**src/rtl/prog_loader_pkg.sv**
```systemverilog
// Shared definitions for the program loader: sizes, frame marker, FSM states.
// Optional checksum stage is enabled by defining LOADER_CHECKSUM_EN.
package prog_loader_pkg;

   localparam int unsigned LD_ADDR_W = 5;
   localparam int unsigned LD_DATA_W = 8;
   localparam int unsigned LD_DEPTH  = 1 << LD_ADDR_W;
   localparam logic [7:0]  LD_SYNC_BYTE = 8'hA5;

   typedef enum logic [2:0] {
      ST_SYNC = 3'd0,
      ST_LEN  = 3'd1,
      ST_DATA = 3'd2,
      ST_CSUM = 3'd3,
      ST_DONE = 3'd4,
      ST_ERR  = 3'd5
   } ld_state_e;

   // States in which the loader takes bytes from the link.
   function automatic logic ld_accepts(input ld_state_e s);
      return (s == ST_SYNC) || (s == ST_LEN) || (s == ST_DATA) || (s == ST_CSUM);
   endfunction

endpackage

```
**src/rtl/ld_csum.sv**
```systemverilog
// Running 8-bit modular sum of a frame's data bytes with a compare against the
// trailing checksum byte. Used only when LOADER_CHECKSUM_EN is defined.
module ld_csum #(
   parameter int unsigned DATA_W = 8
) (
   input  logic              clk_i,
   input  logic              rst_ni,
   input  logic              clr_i,
   input  logic              acc_i,
   input  logic [DATA_W-1:0] byte_i,
   output logic              match_c
);

   logic [DATA_W-1:0] sum_q, sum_d;

   // Clear at frame start, add each accepted data byte.
   always_comb begin
      sum_d = sum_q;
      if (clr_i) begin
         sum_d = '0;
      end else if (acc_i) begin
         sum_d = DATA_W'(sum_q + byte_i);
      end
   end

   // Sum register.
   always_ff @(posedge clk_i or negedge rst_ni) begin
      if (!rst_ni) begin
         sum_q <= '0;
      end else begin
         sum_q <= sum_d;
      end
   end

   assign match_c = (sum_q == byte_i);

endmodule

```
**src/rtl/prog_loader.sv**
```systemverilog
// Boot-stage loader: parses SYNC/LEN/DATA[/CSUM] frames from a byte link, writes
// the image into instruction memory and holds the CPU in reset until it is complete.
// Define LOADER_CHECKSUM_EN to require a trailing modular-sum checksum byte.
module prog_loader
   import prog_loader_pkg::*;
#(
   parameter int unsigned       ADDR_W    = LD_ADDR_W,
   parameter int unsigned       DATA_W    = LD_DATA_W,
   parameter logic [DATA_W-1:0] SYNC_BYTE = DATA_W'(LD_SYNC_BYTE)
) (
   input  logic              clk_i,
   input  logic              rst_ni,
   input  logic [DATA_W-1:0] byte_i,
   input  logic              byte_valid_i,
   output logic              byte_ready_o,
   input  logic              start_i,
   output logic              imem_we_o,
   output logic [ADDR_W-1:0] imem_addr_o,
   output logic [DATA_W-1:0] imem_data_o,
   output logic              cpu_rst_o,
   output logic              done_o,
   output logic              err_o,
   output logic [ADDR_W:0]   count_o
);

   localparam int unsigned       CNT_W   = ADDR_W + 1;
   localparam int unsigned       DEPTH   = 1 << ADDR_W;
   localparam logic [DATA_W-1:0] DEPTH_B = DATA_W'(DEPTH);

   ld_state_e         state_q, state_d;
   logic [CNT_W-1:0]  len_q, len_d;
   logic [CNT_W-1:0]  count_q, count_d;
   logic              we_q, we_d;
   logic [ADDR_W-1:0] addr_q, addr_d;
   logic [DATA_W-1:0] data_q, data_d;
   logic              ready_q, ready_d;
   logic              cpu_rst_q, cpu_rst_d;
   logic              done_q, done_d;
   logic              err_q, err_d;
   logic              xfer_c;

   assign xfer_c = byte_valid_i && ready_q;

`ifdef LOADER_CHECKSUM_EN
   logic csum_clr_c, csum_acc_c, csum_ok_c;

   assign csum_clr_c = xfer_c && (state_q == ST_LEN);
   assign csum_acc_c = xfer_c && (state_q == ST_DATA);

   ld_csum #(
      .DATA_W (DATA_W)
   ) u_csum (
      .clk_i   (clk_i),
      .rst_ni  (rst_ni),
      .clr_i   (csum_clr_c),
      .acc_i   (csum_acc_c),
      .byte_i  (byte_i),
      .match_c (csum_ok_c)
   );
`endif

   // Frame parser, memory write generation and release/error status.
   always_comb begin
      state_d = state_q;
      len_d   = len_q;
      count_d = count_q;
      we_d    = 1'b0;
      addr_d  = addr_q;
      data_d  = data_q;

      case (state_q)
         ST_SYNC: begin
            if (xfer_c && (byte_i == SYNC_BYTE)) begin
               state_d = ST_LEN;
            end
         end
         ST_LEN: begin
            if (xfer_c) begin
               if ((byte_i == '0) || (byte_i > DEPTH_B)) begin
                  state_d = ST_ERR;
               end else begin
                  len_d   = CNT_W'(byte_i);
                  count_d = '0;
                  state_d = ST_DATA;
               end
            end
         end
         ST_DATA: begin
            if (xfer_c) begin
               we_d    = 1'b1;
               addr_d  = count_q[ADDR_W-1:0];
               data_d  = byte_i;
               count_d = CNT_W'(count_q + CNT_W'(1));
               if (count_d == len_q) begin
`ifdef LOADER_CHECKSUM_EN
                  state_d = ST_CSUM;
`else
                  state_d = ST_DONE;
`endif
               end
            end
         end
         ST_CSUM: begin
`ifdef LOADER_CHECKSUM_EN
            if (xfer_c) begin
               state_d = csum_ok_c ? ST_DONE : ST_ERR;
            end
`else
            state_d = ST_SYNC;
`endif
         end
         ST_DONE, ST_ERR: begin
            if (start_i) begin
               state_d = ST_SYNC;
            end
         end
         default: begin
            state_d = ST_SYNC;
         end
      endcase

      // Status lags entry into DONE by one edge so release follows the last write.
      done_d    = (state_q == ST_DONE) && !start_i;
      err_d     = (state_q == ST_ERR) && !start_i;
      cpu_rst_d = !done_d;
      ready_d   = ld_accepts(state_d);
   end

   // State and output registers.
   always_ff @(posedge clk_i or negedge rst_ni) begin
      if (!rst_ni) begin
         state_q   <= ST_SYNC;
         len_q     <= '0;
         count_q   <= '0;
         we_q      <= 1'b0;
         addr_q    <= '0;
         data_q    <= '0;
         ready_q   <= 1'b1;
         cpu_rst_q <= 1'b1;
         done_q    <= 1'b0;
         err_q     <= 1'b0;
      end else begin
         state_q   <= state_d;
         len_q     <= len_d;
         count_q   <= count_d;
         we_q      <= we_d;
         addr_q    <= addr_d;
         data_q    <= data_d;
         ready_q   <= ready_d;
         cpu_rst_q <= cpu_rst_d;
         done_q    <= done_d;
         err_q     <= err_d;
      end
   end

   assign byte_ready_o = ready_q;
   assign imem_we_o    = we_q;
   assign imem_addr_o  = addr_q;
   assign imem_data_o  = data_q;
   assign cpu_rst_o    = cpu_rst_q;
   assign done_o       = done_q;
   assign err_o        = err_q;
   assign count_o      = count_q;

endmodule
```
**config.mk**
```make
export PLATFORM = sky130hd
export DESIGN_NAME = prog_loader
export DESIGN_NICKNAME = d
export VERILOG_FILES = /design/src/rtl/prog_loader_pkg.sv /design/src/rtl/ld_csum.sv /design/src/rtl/prog_loader.sv
export SDC_FILE = /design/constraint.sdc
export NUM_CORES = 1
export LEC_CHECK = 0
export BUFFER_PORTS_ARGS = -buffer_cell sky130_fd_sc_hd__buf_2
export CORE_MARGIN = 8
export CORE_UTILIZATION = 50
export DETAILED_ROUTE_END_ITERATION = 10
export GPL_TIMING_DRIVEN = 0
export PLACE_DENSITY = 0.75
export SLEW_MARGIN = 20
export SYNTH_ARGS = -nofsm -noshare
export SYNTH_HDL_FRONTEND = slang
export SYNTH_HIERARCHICAL = 1
export SYNTH_SLANG_ARGS = --single-unit
```
**constraint.sdc**
```tcl
create_clock -name clk_i -period 2.03 [get_ports clk_i]
set_clock_uncertainty 0.05 [all_clocks]
set_input_delay 0.406 -clock clk_i [delete_from_list [all_inputs] [get_ports clk_i]]
set_output_delay 0.406 -clock clk_i [all_outputs]
set_load 0.05 [all_outputs]
```
# Yosys cells after proc, flatten, opt, wreduce, memory -nomap -nowiden

Cells that the tools add are included.
W data, S select, Z words.

Flip-flop bits (word level): 33
Input bits: 12
Output and inout port bits: 24
Logic and storage cells: 56

$add $sub $neg: 1
Order comparisons: 1
Equality and inequality tests: 12
Multiplexer cells: 13
Bitwise operators: 1
Reduce and logical (&&, ||, !) cells: 18

Operators with widths:

| kind                  | count |
|---|---|
| $mux W3               | 6 |
| $mux W6               | 3 |
| $pmux W3 S4           | 1 |
| $pmux W6 S2           | 1 |
| $eq A3 B2 Y1 const B  | 3 |
| $eq A8 B8 Y1 const B  | 1 |
| $gt A8 B6 Y1 const B  | 1 |
| $logic_not A8 Y1      | 1 |
| $add A6 B1 Y6 const B | 1 |
| $eq A3 B1 Y1 const B  | 2 |
| $eq A3 B3 Y1 const B  | 2 |
| $eq A6 B6 Y1          | 1 |
| $logic_not A3 Y1      | 2 |
| $ne A2 B2 Y1 const B  | 3 |
| $logic_and A1 B1 Y1   | 4 |
| $logic_or A1 B1 Y1    | 4 |
| $reduce_and A4 Y1     | 1 |
| $reduce_and A3 Y1     | 1 |
| $logic_not A1 Y1      | 2 |
| $mux W1               | 2 |
| $reduce_and A2 Y1     | 1 |
| $reduce_bool A2 Y1    | 1 |
| $reduce_or A2 Y1      | 1 |
| $not A1 Y1            | 1 |

# Longest topological paths before layout

Depth in word-level cells: 9
Depth in mapped cells: 6
Gate-level depth less buffers: 6

# Worst setup path before layout

No wires, ideal clock.

Kind: reg2reg
From: reg count_q[0], in the netlist count_o[0]
To: reg state_q[2]
Library setup time: 0.124 ns
Arrival: 1.727 ns
Data required time: 1.856 ns
Path slack: 0.129 ns
Cell stages (with the launch flop): 7
Buffers on the path: 0
Clock period less this slack: 1.901 ns
Cell sequence: dfrtp_1 ha_1 nand3_1 xnor2_1 nand4_1 nor2_1 a211o_1

Longest elaborated chain between the ends: 5

Ends and longest elaborated chain:

| what                     | line               | text |
|---|---|---|
| start: declaration       | prog_loader.sv:32  | `logic [CNT_W-1:0] count_q, count_d;` |
| start signal: assignment | prog_loader.sv:145 | `count_q <= count_d;` |
| $add A6 B1 Y6            | prog_loader.sv:93  | `count_d = CNT_W'(count_q + CNT_W'(1));` |
| $eq A6 B6 Y1             | prog_loader.sv:94  | `if (count_d == len_q) begin` |
| $mux W3                  | prog_loader.sv:94  |  |
| $mux W3                  | prog_loader.sv:89  | `if (xfer_c) begin` |
| $pmux W3 S4              | prog_loader.sv:71  | `case (state_q)` |
| net state_d[2]           | prog_loader.sv:30  | `ld_state_e state_q, state_d;` |
| end signal: assignment   | prog_loader.sv:143 | `state_q <= state_d;` |
| end: declaration         | prog_loader.sv:30  |  |

The timed path passes the listed nets, and every way through them passes these cells.
A chain may end at the register's enable or synchronous reset.

# Final worst setup path

From: reg ready_q, in the netlist byte_ready_o
To: reg len_q[3]

Longest elaborated chain between the ends: 2

Ends and longest elaborated chain:

| what                        | line               | text |
|---|---|---|
| start: declaration          | prog_loader.sv:36  | `logic ready_q, ready_d;` |
| start signal: assignment    | prog_loader.sv:149 | `ready_q <= ready_d;` |
| $logic_and A1 B1 Y1         | prog_loader.sv:42  | `assign xfer_c = byte_valid_i && ready_q;` |
| $reduce_and A3 Y1 (no line) | -                  |  |
| end signal: assignment      | prog_loader.sv:144 | `len_q <= len_d;` |
| end: declaration            | prog_loader.sv:31  | `logic [CNT_W-1:0] len_q, len_d;` |

Every way passes these cells.

==> results by group <==
Place
  – RePlAce Congestion: 0.825
  – Detailed Place HPWL: 2500 µm
  – Port bufs: 35

Clock tree
  – Longest Clk Path Bufs: 2
  – Setup repair bufs after CTS: 0
  – Reg clk slew, reported paths: 0.09 ns
  – Skew-Pair Late Insertion Delay: 0.34 ns
  – CTS resizes: 0
  – Num CTS Buffers: 5
  – CTS tree: yes
  – # hold bufs at CTS: 0
  – H-tree depth: 2
  – Clock sink total: 33
  – CTS root buf: clkbuf_4

Global routing
  – First-pass GRT wire length: 5710 µm
  – Largest net degree at the start of global routing: 34
  – GRT Total Usage: 0.145
  – Antenna violations before repair: 0
  – Vias in the first global route: 1,292
  – Total gr overflow: 0

Worst setup path
  – Crit start category: flip-flop
  – CP Capture Type: flip-flop
  – Crit path max-delay cell type: dfstp_2
  – Slowest cell delay on critical path: 0.56 ns
  – CP top delay family: flip-flops
  – Worst r2r path cells: 5
  – CP Cell Sequence: nand2_1 > nor3_2 > o211ai_2 > buf_2 > mux2_1
  – WP buf/inv: 1
  – Crit path depth: 5
  – Worst EP required: 2.20 ns
  – Kind of critical path: reg2reg
  – WP data arrival: 2.03 ns
  – Critical Path Fanout Max: 10

Floorplanning
  – DIE AREA: 0.00500 mm²
  – Initial Util: 0.507
  – Die width: 70.7 µm
  – Core area: 0.00295 mm²
  – Row Count: 20
  – Io pins: 36
  – Die Y-Extent: 70.7 µm

STA
  – # setup viols final: 0
  – Worst Max-Slew Pin Slew: 0.716 ns
  – Hold WS: 0.0652 ns
  – Final worst-path cycle share: 0.919
  – RSZ-0062 raised after global routing: no
  – Final Critical Period: 1.86 ns
  – Relative slew slack: 0.523
  – Setup TNS: 0 ns
  – Slew Viols, Final: 0
  – FMAX: 0.536 GHz
  – Final Hold Fails: 0

Drt
  – Vias: 1,205
  – DR WL/cell: 14.4 µm
  – Initial DRT Pass Iterations: 4
  – Final ANT Viol Nets: 0
  – DRT iter0 DRCs: 53
  – DR vias/cell: 5.31
  – DRC Markers: 0
  – Final wirelength: 3280 µm

Pwr
  – Sequential share of power: 0.474
  – Internal Power: 1.05 mW
  – Pwr dens: 959 mW/mm²
  – Leak pwr: 0.973 nW
  – Power share of the combinational group: 0.302
  – Clock share of power: 0.224
  – Sw Pwr: 652 µW
  – Switching share of power: 0.384
  – Maximum VDD drop: 0.000681 V

Yosys
  – Synth Register Bits: 33
  – Synthesized net count: 164
  – Mean Syn Cell Area: 9.92 µm²
  – Sequential area share after synthesis: 0.553
  – Post-Syn Instances: 151
  – Yosys warns: 6
  – Synthesized area: 0.00150 mm²
  – Cell variety after synth: 33

Finish
  – Most common cell after layout, fill and taps aside: nand2_1
  – Final #Nets: 206
  – Layout area overhead: 18.4%
  – Most frequent cells in the layout: nand2_1 (43), buf_2 (37), dfrtp_1 (31)
  – Ant. Diodes: 0
  – Layout cell share with drive strength beyond 1: 0.253
  – Filler cells: 268

Min path
  – Hold Path Class: in2async

Run
  – Max-cap violations: 0

Outcome
  – Status: finished, final reports clean
[path summary, 6_finish.rpt]
kind / start / to / slack [ns]
max: byte_ready_o$_DFF_PN1_ / len_q[3]$_DFFE_PN0P_ / 0.17
max reg2reg: byte_ready_o$_DFF_PN1_ / len_q[3]$_DFFE_PN0P_ / 0.17
min in group clk_i: byte_i[6] / imem_data_o[6]$_DFFE_PN0P_ / 0.26
min: rst_ni / done_o$_DFF_PN0_ / 0.07
min reg2reg: imem_data_o[5]$_DFFE_PN0P_ / imem_data_o[5]$_DFFE_PN0P_ / 0.43
max in group asynchronous: rst_ni / len_q[5]$_DFFE_PN0P_ / 1.40
[synth_stat cells, drive strengths merged]
master  number  area share
a211oi       2       0.010
dfrtp       31        0.52
nor3         5       0.028
o211ai       1      0.0084
nand2       43        0.11
nand2b       2      0.0084
dfstp        2       0.035
xnor2        8       0.047
mux2i        1      0.0067
and3         1      0.0042
inv          3      0.0075
nor3b        2       0.010
nand3        7       0.023
a211o        1      0.0058
ha           1      0.0084
nor2         9       0.023
nand3b       1      0.0050
xor2         3       0.018
o31a         1      0.0058
clkbuf       3      0.0075
nand4        3       0.013
a21oi        3       0.010
a32o         1      0.0067
and2         1      0.0042
o21ai        6       0.020
nor2b        1      0.0042
or3          1      0.0042
mux2         6       0.045
buf          2      0.0067
[cells by family after synthesis]
| family | Yosys count | share of synthesized area |
|---|---|---|
| DFF | 33 | 0.553 |
| AOI/OAI and AO/OA | 15 | 0.0668 |
| and+or+nand+nor | 76 | 0.234 |
| adders and majority gates | 1 | 0.00835 |
| xor gates and xnor gates | 11 | 0.0643 |
| muxes | 7 | 0.0518 |
| buffers and inverters | 8 | 0.0217 |
[power by group through the flow]
stage | logic [mW] | clock network, mW | registers (mW)
after global placement | 0.509 | 0 | 0.813
after detailed placement | 0.518 | 0 | 0.818
after CTS | 0.519 | 0.398 | 0.805
final | 0.513 | 0.381 | 0.806
after global routing | 0.552 | 0.433 | 0.818
after floorplan | 0.170 | 0 | 1.02
[stage by stage]
stage	power, mW	cell area [µm²]	utilization	instances	worst slack [ns]
after floorplan	1.19	1500	-	151	0.129
after global placement	1.32	1710	0.581	219	0.116
after detailed placement	1.34	1710	0.581	219	0.0605
after CTS	1.72	1770	0.600	227	0.144
after global routing	1.80	1770	0.600	227	0.0439
final	1.70	1770	0.600	227	0.165
[registers in the layout (all words and copies together), names as in the netlist]
name,count
count_o,6
cpu_rst_o,1
err_o,1
imem_addr_o,5
byte_ready_o,1
state_q,3
imem_data_o,8
len_q,6
imem_we_o,1
done_o,1
[metal layers]
metal,wire length [µm],share of wire,global-route usage,vias to the layer above
li1,-,-,-,590
met1,1360,0.42,0.154,572
met2,1610,0.49,0.241,35
met3,237,0.072,0.0537,8
met4,65,0.020,0.0878,0
met5,0,0,0,-
[area by class of cell]
class | instances | area, µm² | area share
Clock buffer | 8 | 58.8 | 0.0332
Buffer | 5 | 21.3 | 0.0120
Tap cell | 33 | 41.3 | 0.0233
Inverter | 3 | 11.3 | 0.00635
Multi-Input combinational cell | 110 | 637 | 0.359
Timing Repair Buffer | 35 | 175 | 0.0988
Sequential cell | 33 | 828 | 0.467
No activity file was read; power rests on OpenSTA's default activity.
